===== config.mk =====
export PLATFORM = sky130hd
export DESIGN_NAME = ring_fifo_drain_tx_flat
export DESIGN_NICKNAME = d
export VERILOG_FILES = /design/src/rtl/ring_fifo_drain_tx_if.sv /design/src/rtl/ring_fifo_drain_tx.sv /design/src/flat_wrapper.sv
export SDC_FILE = /design/constraint.sdc
export NUM_CORES = 1
export LEC_CHECK = 0
export CAP_MARGIN = 5
export CORE_AREA = 2 2 53 55
export CTS_BUF_LIST = sky130_fd_sc_hd__clkbuf_4 sky130_fd_sc_hd__clkbuf_8 sky130_fd_sc_hd__clkbuf_16
export DETAILED_ROUTE_END_ITERATION = 10
export DIE_AREA = 0 0 55 57
export GPL_TIMING_DRIVEN = 0
export PLACE_DENSITY_LB_ADDON = 0.1
export SYNTH_ARGS = -nofsm -noshare
export SYNTH_HDL_FRONTEND = slang
export SYNTH_SLANG_ARGS = --single-unit

===== constraint.sdc =====
create_clock -name clk -period 3.5 [get_ports clk]
set_clock_uncertainty 0.15 [all_clocks]
set_input_delay 1.05 -clock clk [delete_from_list [all_inputs] [get_ports clk]]
set_output_delay 1.05 -clock clk [all_outputs]
set_load 0.02 [all_outputs]

===== src/rtl/ring_fifo_drain_tx_if.sv =====
// Egress FIFO read port plus ring link bundle for ring_fifo_drain_tx.
// master = transmitter side, slave = FIFO/link/environment side.
interface ring_fifo_drain_tx_if #(
  parameter int WIDTH = 8
);
  logic             iEn;
  logic             iEmpty;
  logic [1:0]       iDatVld;
  logic [WIDTH-1:0] iRdDat;
  logic             oRdEn;
  logic             oLinkVld;
  logic [WIDTH-1:0] oLinkDat;
  logic             oLinkPar;
  logic             iCreditRet;
  logic [3:0]       oCreditCnt;
  logic [1:0]       oState;
  logic             oErr;

  modport master (
    input  iEn, iEmpty, iDatVld, iRdDat, iCreditRet,
    output oRdEn, oLinkVld, oLinkDat, oLinkPar, oCreditCnt, oState, oErr
  );

  modport slave (
    output iEn, iEmpty, iDatVld, iRdDat, iCreditRet,
    input  oRdEn, oLinkVld, oLinkDat, oLinkPar, oCreditCnt, oState, oErr
  );
endinterface


===== src/rtl/ring_fifo_drain_tx.sv =====
// Credit-flow ring link transmitter draining a show-ahead egress FIFO.
// Optional RING_TX_PARITY_EN: registered link parity plus credit-overflow valid guard.
module ring_fifo_drain_tx #(
  parameter int WIDTH   = 8,
  parameter int CREDITS = 2
) (
  input  logic clk,
  input  logic rst,
  ring_fifo_drain_tx_if.master tx
);
  localparam logic [3:0] CRED_MAX = 4'(CREDITS);

  typedef enum logic [1:0] {IDLE = 2'd0, SEND = 2'd1, STALL = 2'd2} state_e;

  state_e           state_q, state_d;
  logic [3:0]       cred_q, cred_d;
  logic             err_q, err_d;
  logic             vld_q, vld_d;
  logic [WIDTH-1:0] dat_q;
  logic             send, ret_full, fifo_bad;

  assign send     = tx.iEn & ~tx.iEmpty & (cred_q != 4'd0);
  assign ret_full = tx.iCreditRet & (cred_q == CRED_MAX);
  assign fifo_bad = (~tx.iEmpty & (tx.iDatVld == 2'd0)) | (tx.iEmpty & (tx.iDatVld != 2'd0));

  always_comb begin
    state_d = IDLE;
    cred_d  = cred_q;
    err_d   = err_q | fifo_bad;
    vld_d   = send;
    if (send)
      state_d = SEND;
    else if (tx.iEn & ~tx.iEmpty)
      state_d = STALL;
    // A return arriving alongside a send leaves the count unchanged.
    if (send & ~tx.iCreditRet)
      cred_d = cred_q - 4'd1;
    else if (tx.iCreditRet & ~send) begin
      if (ret_full) err_d = 1'b1;
      else          cred_d = cred_q + 4'd1;
    end
`ifdef RING_TX_PARITY_EN
    if (ret_full) vld_d = 1'b0;
`endif
  end

  always_ff @(posedge clk or posedge rst) begin
    if (rst) begin
      state_q <= IDLE;
      cred_q  <= CRED_MAX;
      err_q   <= 1'b0;
      vld_q   <= 1'b0;
      dat_q   <= '0;
    end else begin
      state_q <= state_d;
      cred_q  <= cred_d;
      err_q   <= err_d;
      vld_q   <= vld_d;
      if (send) dat_q <= tx.iRdDat;
    end
  end

`ifdef RING_TX_PARITY_EN
  logic par_q;
  always_ff @(posedge clk or posedge rst) begin
    if (rst)       par_q <= 1'b0;
    else if (send) par_q <= ^tx.iRdDat;
  end
  assign tx.oLinkPar = par_q;
`else
  assign tx.oLinkPar = 1'b0;
`endif

  assign tx.oRdEn      = send;
  assign tx.oLinkVld   = vld_q;
  assign tx.oLinkDat   = dat_q;
  assign tx.oCreditCnt = cred_q;
  assign tx.oState     = state_q;
  assign tx.oErr       = err_q;
endmodule


===== src/flat_wrapper.sv =====
// flat-port wrapper written by rule: the top's interface ports become plain ports
module ring_fifo_drain_tx_flat 
#(
  parameter int WIDTH   = 8,
  parameter int CREDITS = 2
)
  (clk, rst, tx_iEn, tx_iEmpty, tx_iDatVld, tx_iRdDat, tx_iCreditRet, tx_oRdEn, tx_oLinkVld, tx_oLinkDat, tx_oLinkPar, tx_oCreditCnt, tx_oState, tx_oErr);
  ring_fifo_drain_tx_if #(.WIDTH(WIDTH)) tx_i ();
  input  logic clk;
  input  logic rst;
  input wire logic [$bits(tx_i.iEn)-1:0] tx_iEn;
  input wire logic [$bits(tx_i.iEmpty)-1:0] tx_iEmpty;
  input wire logic [$bits(tx_i.iDatVld)-1:0] tx_iDatVld;
  input wire logic [$bits(tx_i.iRdDat)-1:0] tx_iRdDat;
  input wire logic [$bits(tx_i.iCreditRet)-1:0] tx_iCreditRet;
  output wire logic [$bits(tx_i.oRdEn)-1:0] tx_oRdEn;
  output wire logic [$bits(tx_i.oLinkVld)-1:0] tx_oLinkVld;
  output wire logic [$bits(tx_i.oLinkDat)-1:0] tx_oLinkDat;
  output wire logic [$bits(tx_i.oLinkPar)-1:0] tx_oLinkPar;
  output wire logic [$bits(tx_i.oCreditCnt)-1:0] tx_oCreditCnt;
  output wire logic [$bits(tx_i.oState)-1:0] tx_oState;
  output wire logic [$bits(tx_i.oErr)-1:0] tx_oErr;
  assign tx_i.iEn = tx_iEn;
  assign tx_i.iEmpty = tx_iEmpty;
  assign tx_i.iDatVld = tx_iDatVld;
  assign tx_i.iRdDat = tx_iRdDat;
  assign tx_i.iCreditRet = tx_iCreditRet;
  assign tx_oRdEn = tx_i.oRdEn;
  assign tx_oLinkVld = tx_i.oLinkVld;
  assign tx_oLinkDat = tx_i.oLinkDat;
  assign tx_oLinkPar = tx_i.oLinkPar;
  assign tx_oCreditCnt = tx_i.oCreditCnt;
  assign tx_oState = tx_i.oState;
  assign tx_oErr = tx_i.oErr;
  ring_fifo_drain_tx #(.WIDTH(WIDTH), .CREDITS(CREDITS)) u_core (.clk(clk), .rst(rst), .tx(tx_i));
endmodule

==> flow_results.xml <==
<?xml version="1.0" encoding="UTF-8"?>
<metrics>
  <group name="run_status">
    <metric name="run_status" unit="">complete, no violations</metric>
  </group>
  <group name="synth">
    <metric name="synthesis.area_per_instance" unit="sq um">11.84</metric>
    <metric name="mappedNetlistArea" unit="sq um">745.7</metric>
    <metric name="arithmetic_cell_share_of_the_synthesized_area_counting_full_adders_half_adders_and_majority_gates" unit="">0.06711</metric>
    <metric name="synthesized_netlist_net_count" unit="">82</metric>
    <metric name="post_synth_num_cell_types" unit="">25</metric>
    <metric name="synth-seq-cells" unit="">15</metric>
    <metric name="main_combinational_cell_family_by_area_after_synthesis" unit="">multiplexers</metric>
    <metric name="synth-simple-area-share" unit="">0.1057</metric>
    <metric name="yosys-mux-area-fraction" unit="">0.1409</metric>
    <metric name="synth_warnings" unit="">0</metric>
    <metric name="netlist_instances" unit="">63</metric>
    <metric name="fraction_of_the_mapped_netlist_area_in_compound_gates" unit="">0.05034</metric>
    <metric name="ys_top_cells_by_area" unit="">sky130_fd_sc_hd__dfrtp_1 47%, sky130_fd_sc_hd__mux2_2 12%, sky130_fd_sc_hd__ha_1 6.7%, sky130_fd_sc_hd__dfstp_2 3.5%, sky130_fd_sc_hd__xnor2_1 3.5%</metric>
    <metric name="synth_sequential_area_ratio" unit="">0.5050</metric>
    <metric name="synth_xor_xnor_area_share" unit="">0.07047</metric>
    <metric name="synth_area_leader_cell" unit="">sky130_fd_sc_hd__dfrtp_1</metric>
    <metric name="synth_top_cell_area_share" unit="">0.4698</metric>
  </group>
  <group name="route">
    <metric name="vias" unit="">563</metric>
    <metric name="drc_errors" unit="">0</metric>
    <metric name="drtPass1Iterations" unit="">2</metric>
    <metric name="dr.first_iter.drc_count" unit="">2</metric>
    <metric name="route.detailed.wl_per_inst" unit="microns">11.17</metric>
    <metric name="route.antenna.remaining_nets" unit="">0</metric>
    <metric name="route.detailed.vias_per_inst" unit="">4.331</metric>
    <metric name="drt-total-wl" unit="mm">1.452</metric>
  </group>
  <group name="cts">
    <metric name="cts.clk_slew.worst_paths" unit="ps">90</metric>
    <metric name="cts-buffers-inserted" unit="">3</metric>
    <metric name="holdBufCountCts" unit="">0</metric>
    <metric name="clock_tree_from_tritoncts" unit="">yes</metric>
    <metric name="buffers_from_clock_root_to_sink_at_most" unit="">2</metric>
    <metric name="clock_sinks" unit="">15</metric>
    <metric name="clk_latency" unit="ps">270</metric>
    <metric name="clk_tree_root_cell" unit="">sky130_fd_sc_hd__clkbuf_4</metric>
    <metric name="htree_levels" unit="">1</metric>
  </group>
  <group name="sta">
    <metric name="layout_setup_ws" unit="ps">129.9</metric>
    <metric name="final-max-slew-violation-count" unit="">0</metric>
    <metric name="timing.setup.tns" unit="ps">0</metric>
    <metric name="final_period_minus_worst_setup_slack" unit="ps">3370</metric>
    <metric name="rsz0062_at_grt" unit="">no</metric>
    <metric name="timing.slew.headroom" unit="">0.6286</metric>
    <metric name="timing_hold_violations_final" unit="">0</metric>
    <metric name="layout_worst_path_cycle_share" unit="">0.9629</metric>
    <metric name="setup_viol" unit="">0</metric>
    <metric name="fmax" unit="MHz">296.7</metric>
    <metric name="worst-slew-pin-transition" unit="ps">556.5</metric>
  </group>
  <group name="place">
    <metric name="number_of_placed_instances_taps_included" unit="">125</metric>
    <metric name="gpl.final_weighted_congestion" unit="">0.7106</metric>
    <metric name="pre_cts_slack" unit="ps">-627.1</metric>
    <metric name="post-dp-hpwl" unit="mm">1.093</metric>
    <metric name="placed_instance_area" unit="sq mm">0.001095</metric>
    <metric name="portBuffers" unit="">31</metric>
  </group>
  <group name="finish">
    <metric name="post_route_cells_drive_above_1_share" unit="">0.1919</metric>
    <metric name="final_cell_count_no_fill" unit="">130</metric>
    <metric name="fillers" unit="">268</metric>
    <metric name="syn2layout_area_growth" unit="%">52.35</metric>
    <metric name="final_design_area_no_fill" unit="sq mm">0.001136</metric>
    <metric name="antenna-diode-count" unit="">0</metric>
    <metric name="finalNetCount" unit="">119</metric>
  </group>
  <group name="floorplanning">
    <metric name="placementRows" unit="">19</metric>
    <metric name="die_w" unit="microns">55</metric>
    <metric name="design.core.area" unit="sq mm">0.002615</metric>
    <metric name="initial_core_util" unit="">0.2852</metric>
    <metric name="die_height" unit="microns">57</metric>
    <metric name="top_level_ports" unit="">33</metric>
    <metric name="die_area" unit="sq mm">0.003135</metric>
  </group>
  <group name="grt">
    <metric name="grt_first_pass_wirelength" unit="mm">2.242</metric>
    <metric name="grt_start_max_net_pins" unit="">16</metric>
    <metric name="grt_overflow_total" unit="">0</metric>
    <metric name="track_usage" unit="">0.1013</metric>
    <metric name="grt_pass1_vias" unit="">547</metric>
    <metric name="initial_antenna_violation_count" unit="">0</metric>
  </group>
  <group name="worst_hold_path">
    <metric name="min_from" unit="">u_core.tx.oErr</metric>
    <metric name="worst_hold_path.endpoint" unit="">u_core.tx.oErr</metric>
    <metric name="min-delay-path-class" unit="">reg2reg</metric>
    <metric name="holdPathStages" unit="">2</metric>
  </group>
  <group name="setup_path">
    <metric name="startpoint" unit="">tx_iEmpty</metric>
    <metric name="r2r_start" unit="">u_core.tx.oCreditCnt[0]</metric>
    <metric name="critical_path.max_stage_delay" unit="ps">420</metric>
    <metric name="cp_top_family" unit="">buffers and inverters</metric>
    <metric name="setup.worst_path.start_class" unit="">primary input</metric>
    <metric name="crit_type" unit="">in2out</metric>
    <metric name="setup.worst_path.end_class" unit="">output pin</metric>
    <metric name="reg2reg_setup_slack" unit="ps">660</metric>
    <metric name="reg2regPathDepth" unit="">12</metric>
    <metric name="timing.critical_path.arrival" unit="ps">2170</metric>
    <metric name="cpMaxStageDelayCell" unit="">sky130_fd_sc_hd__clkdlybuf4s50_1</metric>
    <metric name="critPathBufInv" unit="">2</metric>
    <metric name="critical_path.cell_chain" unit="">clkdlybuf4s50_1, nand2b_1, nor2_4, dlygate4sd2_1</metric>
    <metric name="regToRegEndpoint" unit="">u_core.tx.oCreditCnt[2]</metric>
    <metric name="critPathRequiredTime" unit="ps">2300</metric>
    <metric name="path_max_fanout" unit="">2</metric>
  </group>
  <group name="power_and_ir_drop">
    <metric name="power.ir.vdd_worst" unit="mV">0.3714</metric>
    <metric name="p_leak" unit="nW">0.4850</metric>
    <metric name="power_per_cell_area" unit="mW/mm^2">660.2</metric>
  </group>
  <group name="run">
    <metric name="maxCapViolCount" unit="">0</metric>
  </group>
</metrics>
[synth_stat cells, drive strengths merged]
master	instances
buf	2
nand3b	1
o41ai	1
or3	1
nor3	2
mux2	9
conb	1
dfstp	1
nor3b	1
a211oi	1
a21oi	1
nand2b	2
o31ai	1
o31a	1
dfrtp	14
inv	5
nand2	2
nor2	4
nand3	1
ha	4
xor2	3
xnor2	3
clkbuf	2
[what timing repair did]
item                                    in CTS  in global routing
endpoints found under the setup margin       2                  0
resized for setup                            2                  0
buffers inserted                             1                  0
[flip-flops by register name, summed over array words and instances, names as in the netlist]
| signal | flops |
|---|---|
| u_core.tx.oLinkDat | 8 |
| u_core.tx.oCreditCnt | 4 |
| u_core.tx.oState | 2 |
| u_core.tx.oErr | 1 |
[power breakdown]
part / total [mW] / switching (mW) / internal, mW
Sequential: 0.275 / 0.0433 / 0.232
Combinational: 0.373 / 0.173 / 0.199
Clock: 0.102 / 0.0504 / 0.0518
Total: 0.750 / 0.267 / 0.483
[how the worst max path moves through the flow]
| stage | slack, ps | depth (start not counted) | endpoint |
|---|---|---|---|
| 2_1_floorplan | 360 | 10 | u_core.tx.oCreditCnt[2] |
| 3_5_place_dp | -630 | 4 | tx_oRdEn |
| 4_1_cts | 130 | 4 | tx_oRdEn |
| 3_3_place_gp | -600 | 4 | tx_oRdEn |
| 6_report | 130 | 4 | tx_oRdEn |
| 5_1_grt | 80 | 12 | u_core.tx.oCreditCnt[2] |
[cells by family (layout without fill, tap and decap cells)]
| logic type | Yosys count | in the layout |
|---|---|---|
| xor+xnor | 6 | 6 |
| flops | 15 | 15 |
| compound gates | 5 | 5 |
| fa+ha+maj | 4 | 4 |
| buf+inv | 9 | 45 |
| other cells | 1 | 1 |
| mux | 9 | 9 |
| simple gates | 14 | 14 |
[cell type report]
class / instances / area (sq um) / share of cell area
buffer: 4 / 22.52 / 0.01982
tap: 31 / 38.79 / 0.03414
timing repair buffer: 32 / 316.6 / 0.2786
multi-input combinational: 39 / 332.8 / 0.2930
sequential: 15 / 376.6 / 0.3315
clock buffer: 4 / 30.03 / 0.02643
inverter: 5 / 18.77 / 0.01652
[tightest hold or removal path: cells and delay by family, from the launching register on]
kind	cells	cell delay [ps]
AOI/OAI and AO/OA	1	50
DFF	1	350
and+or+nand+nor	1	50
[stage by stage]
step | hold WS (ps) | total power [mW] | utilization
2_1_floorplan | 427.3 | 0.4939 | -
3_3_place_gp | 309.9 | 0.6492 | 0.4187
3_5_place_dp | 309.3 | 0.6557 | 0.4187
4_1_cts | 329.1 | 0.7648 | 0.4345
5_1_grt | 341.6 | 0.8035 | 0.4345
6_report | 321.0 | 0.7500 | 0.4345
[metal layers]
metal,share of wire,up-vias,global-route usage
li1,-,280,-
met1,0.45,263,0.1176
met2,0.46,18,0.1616
met3,0.067,2,0.03403
met4,0.014,0,0.05226
met5,0,-,0
[layout by cell type, fill, tap and decap left out, drive strengths merged, types with 2 or more instances in the layout]
cell and count:
nor3 2, ha 4, dfrtp 14, inv 5, xor2 3, nand2 2
buf 3, clkdlybuf4s50 30, clkbuf 6, nor2 4, mux2 9, nand2b 2
xnor2 3
Note: power is estimated with default switching activity, not from simulation.
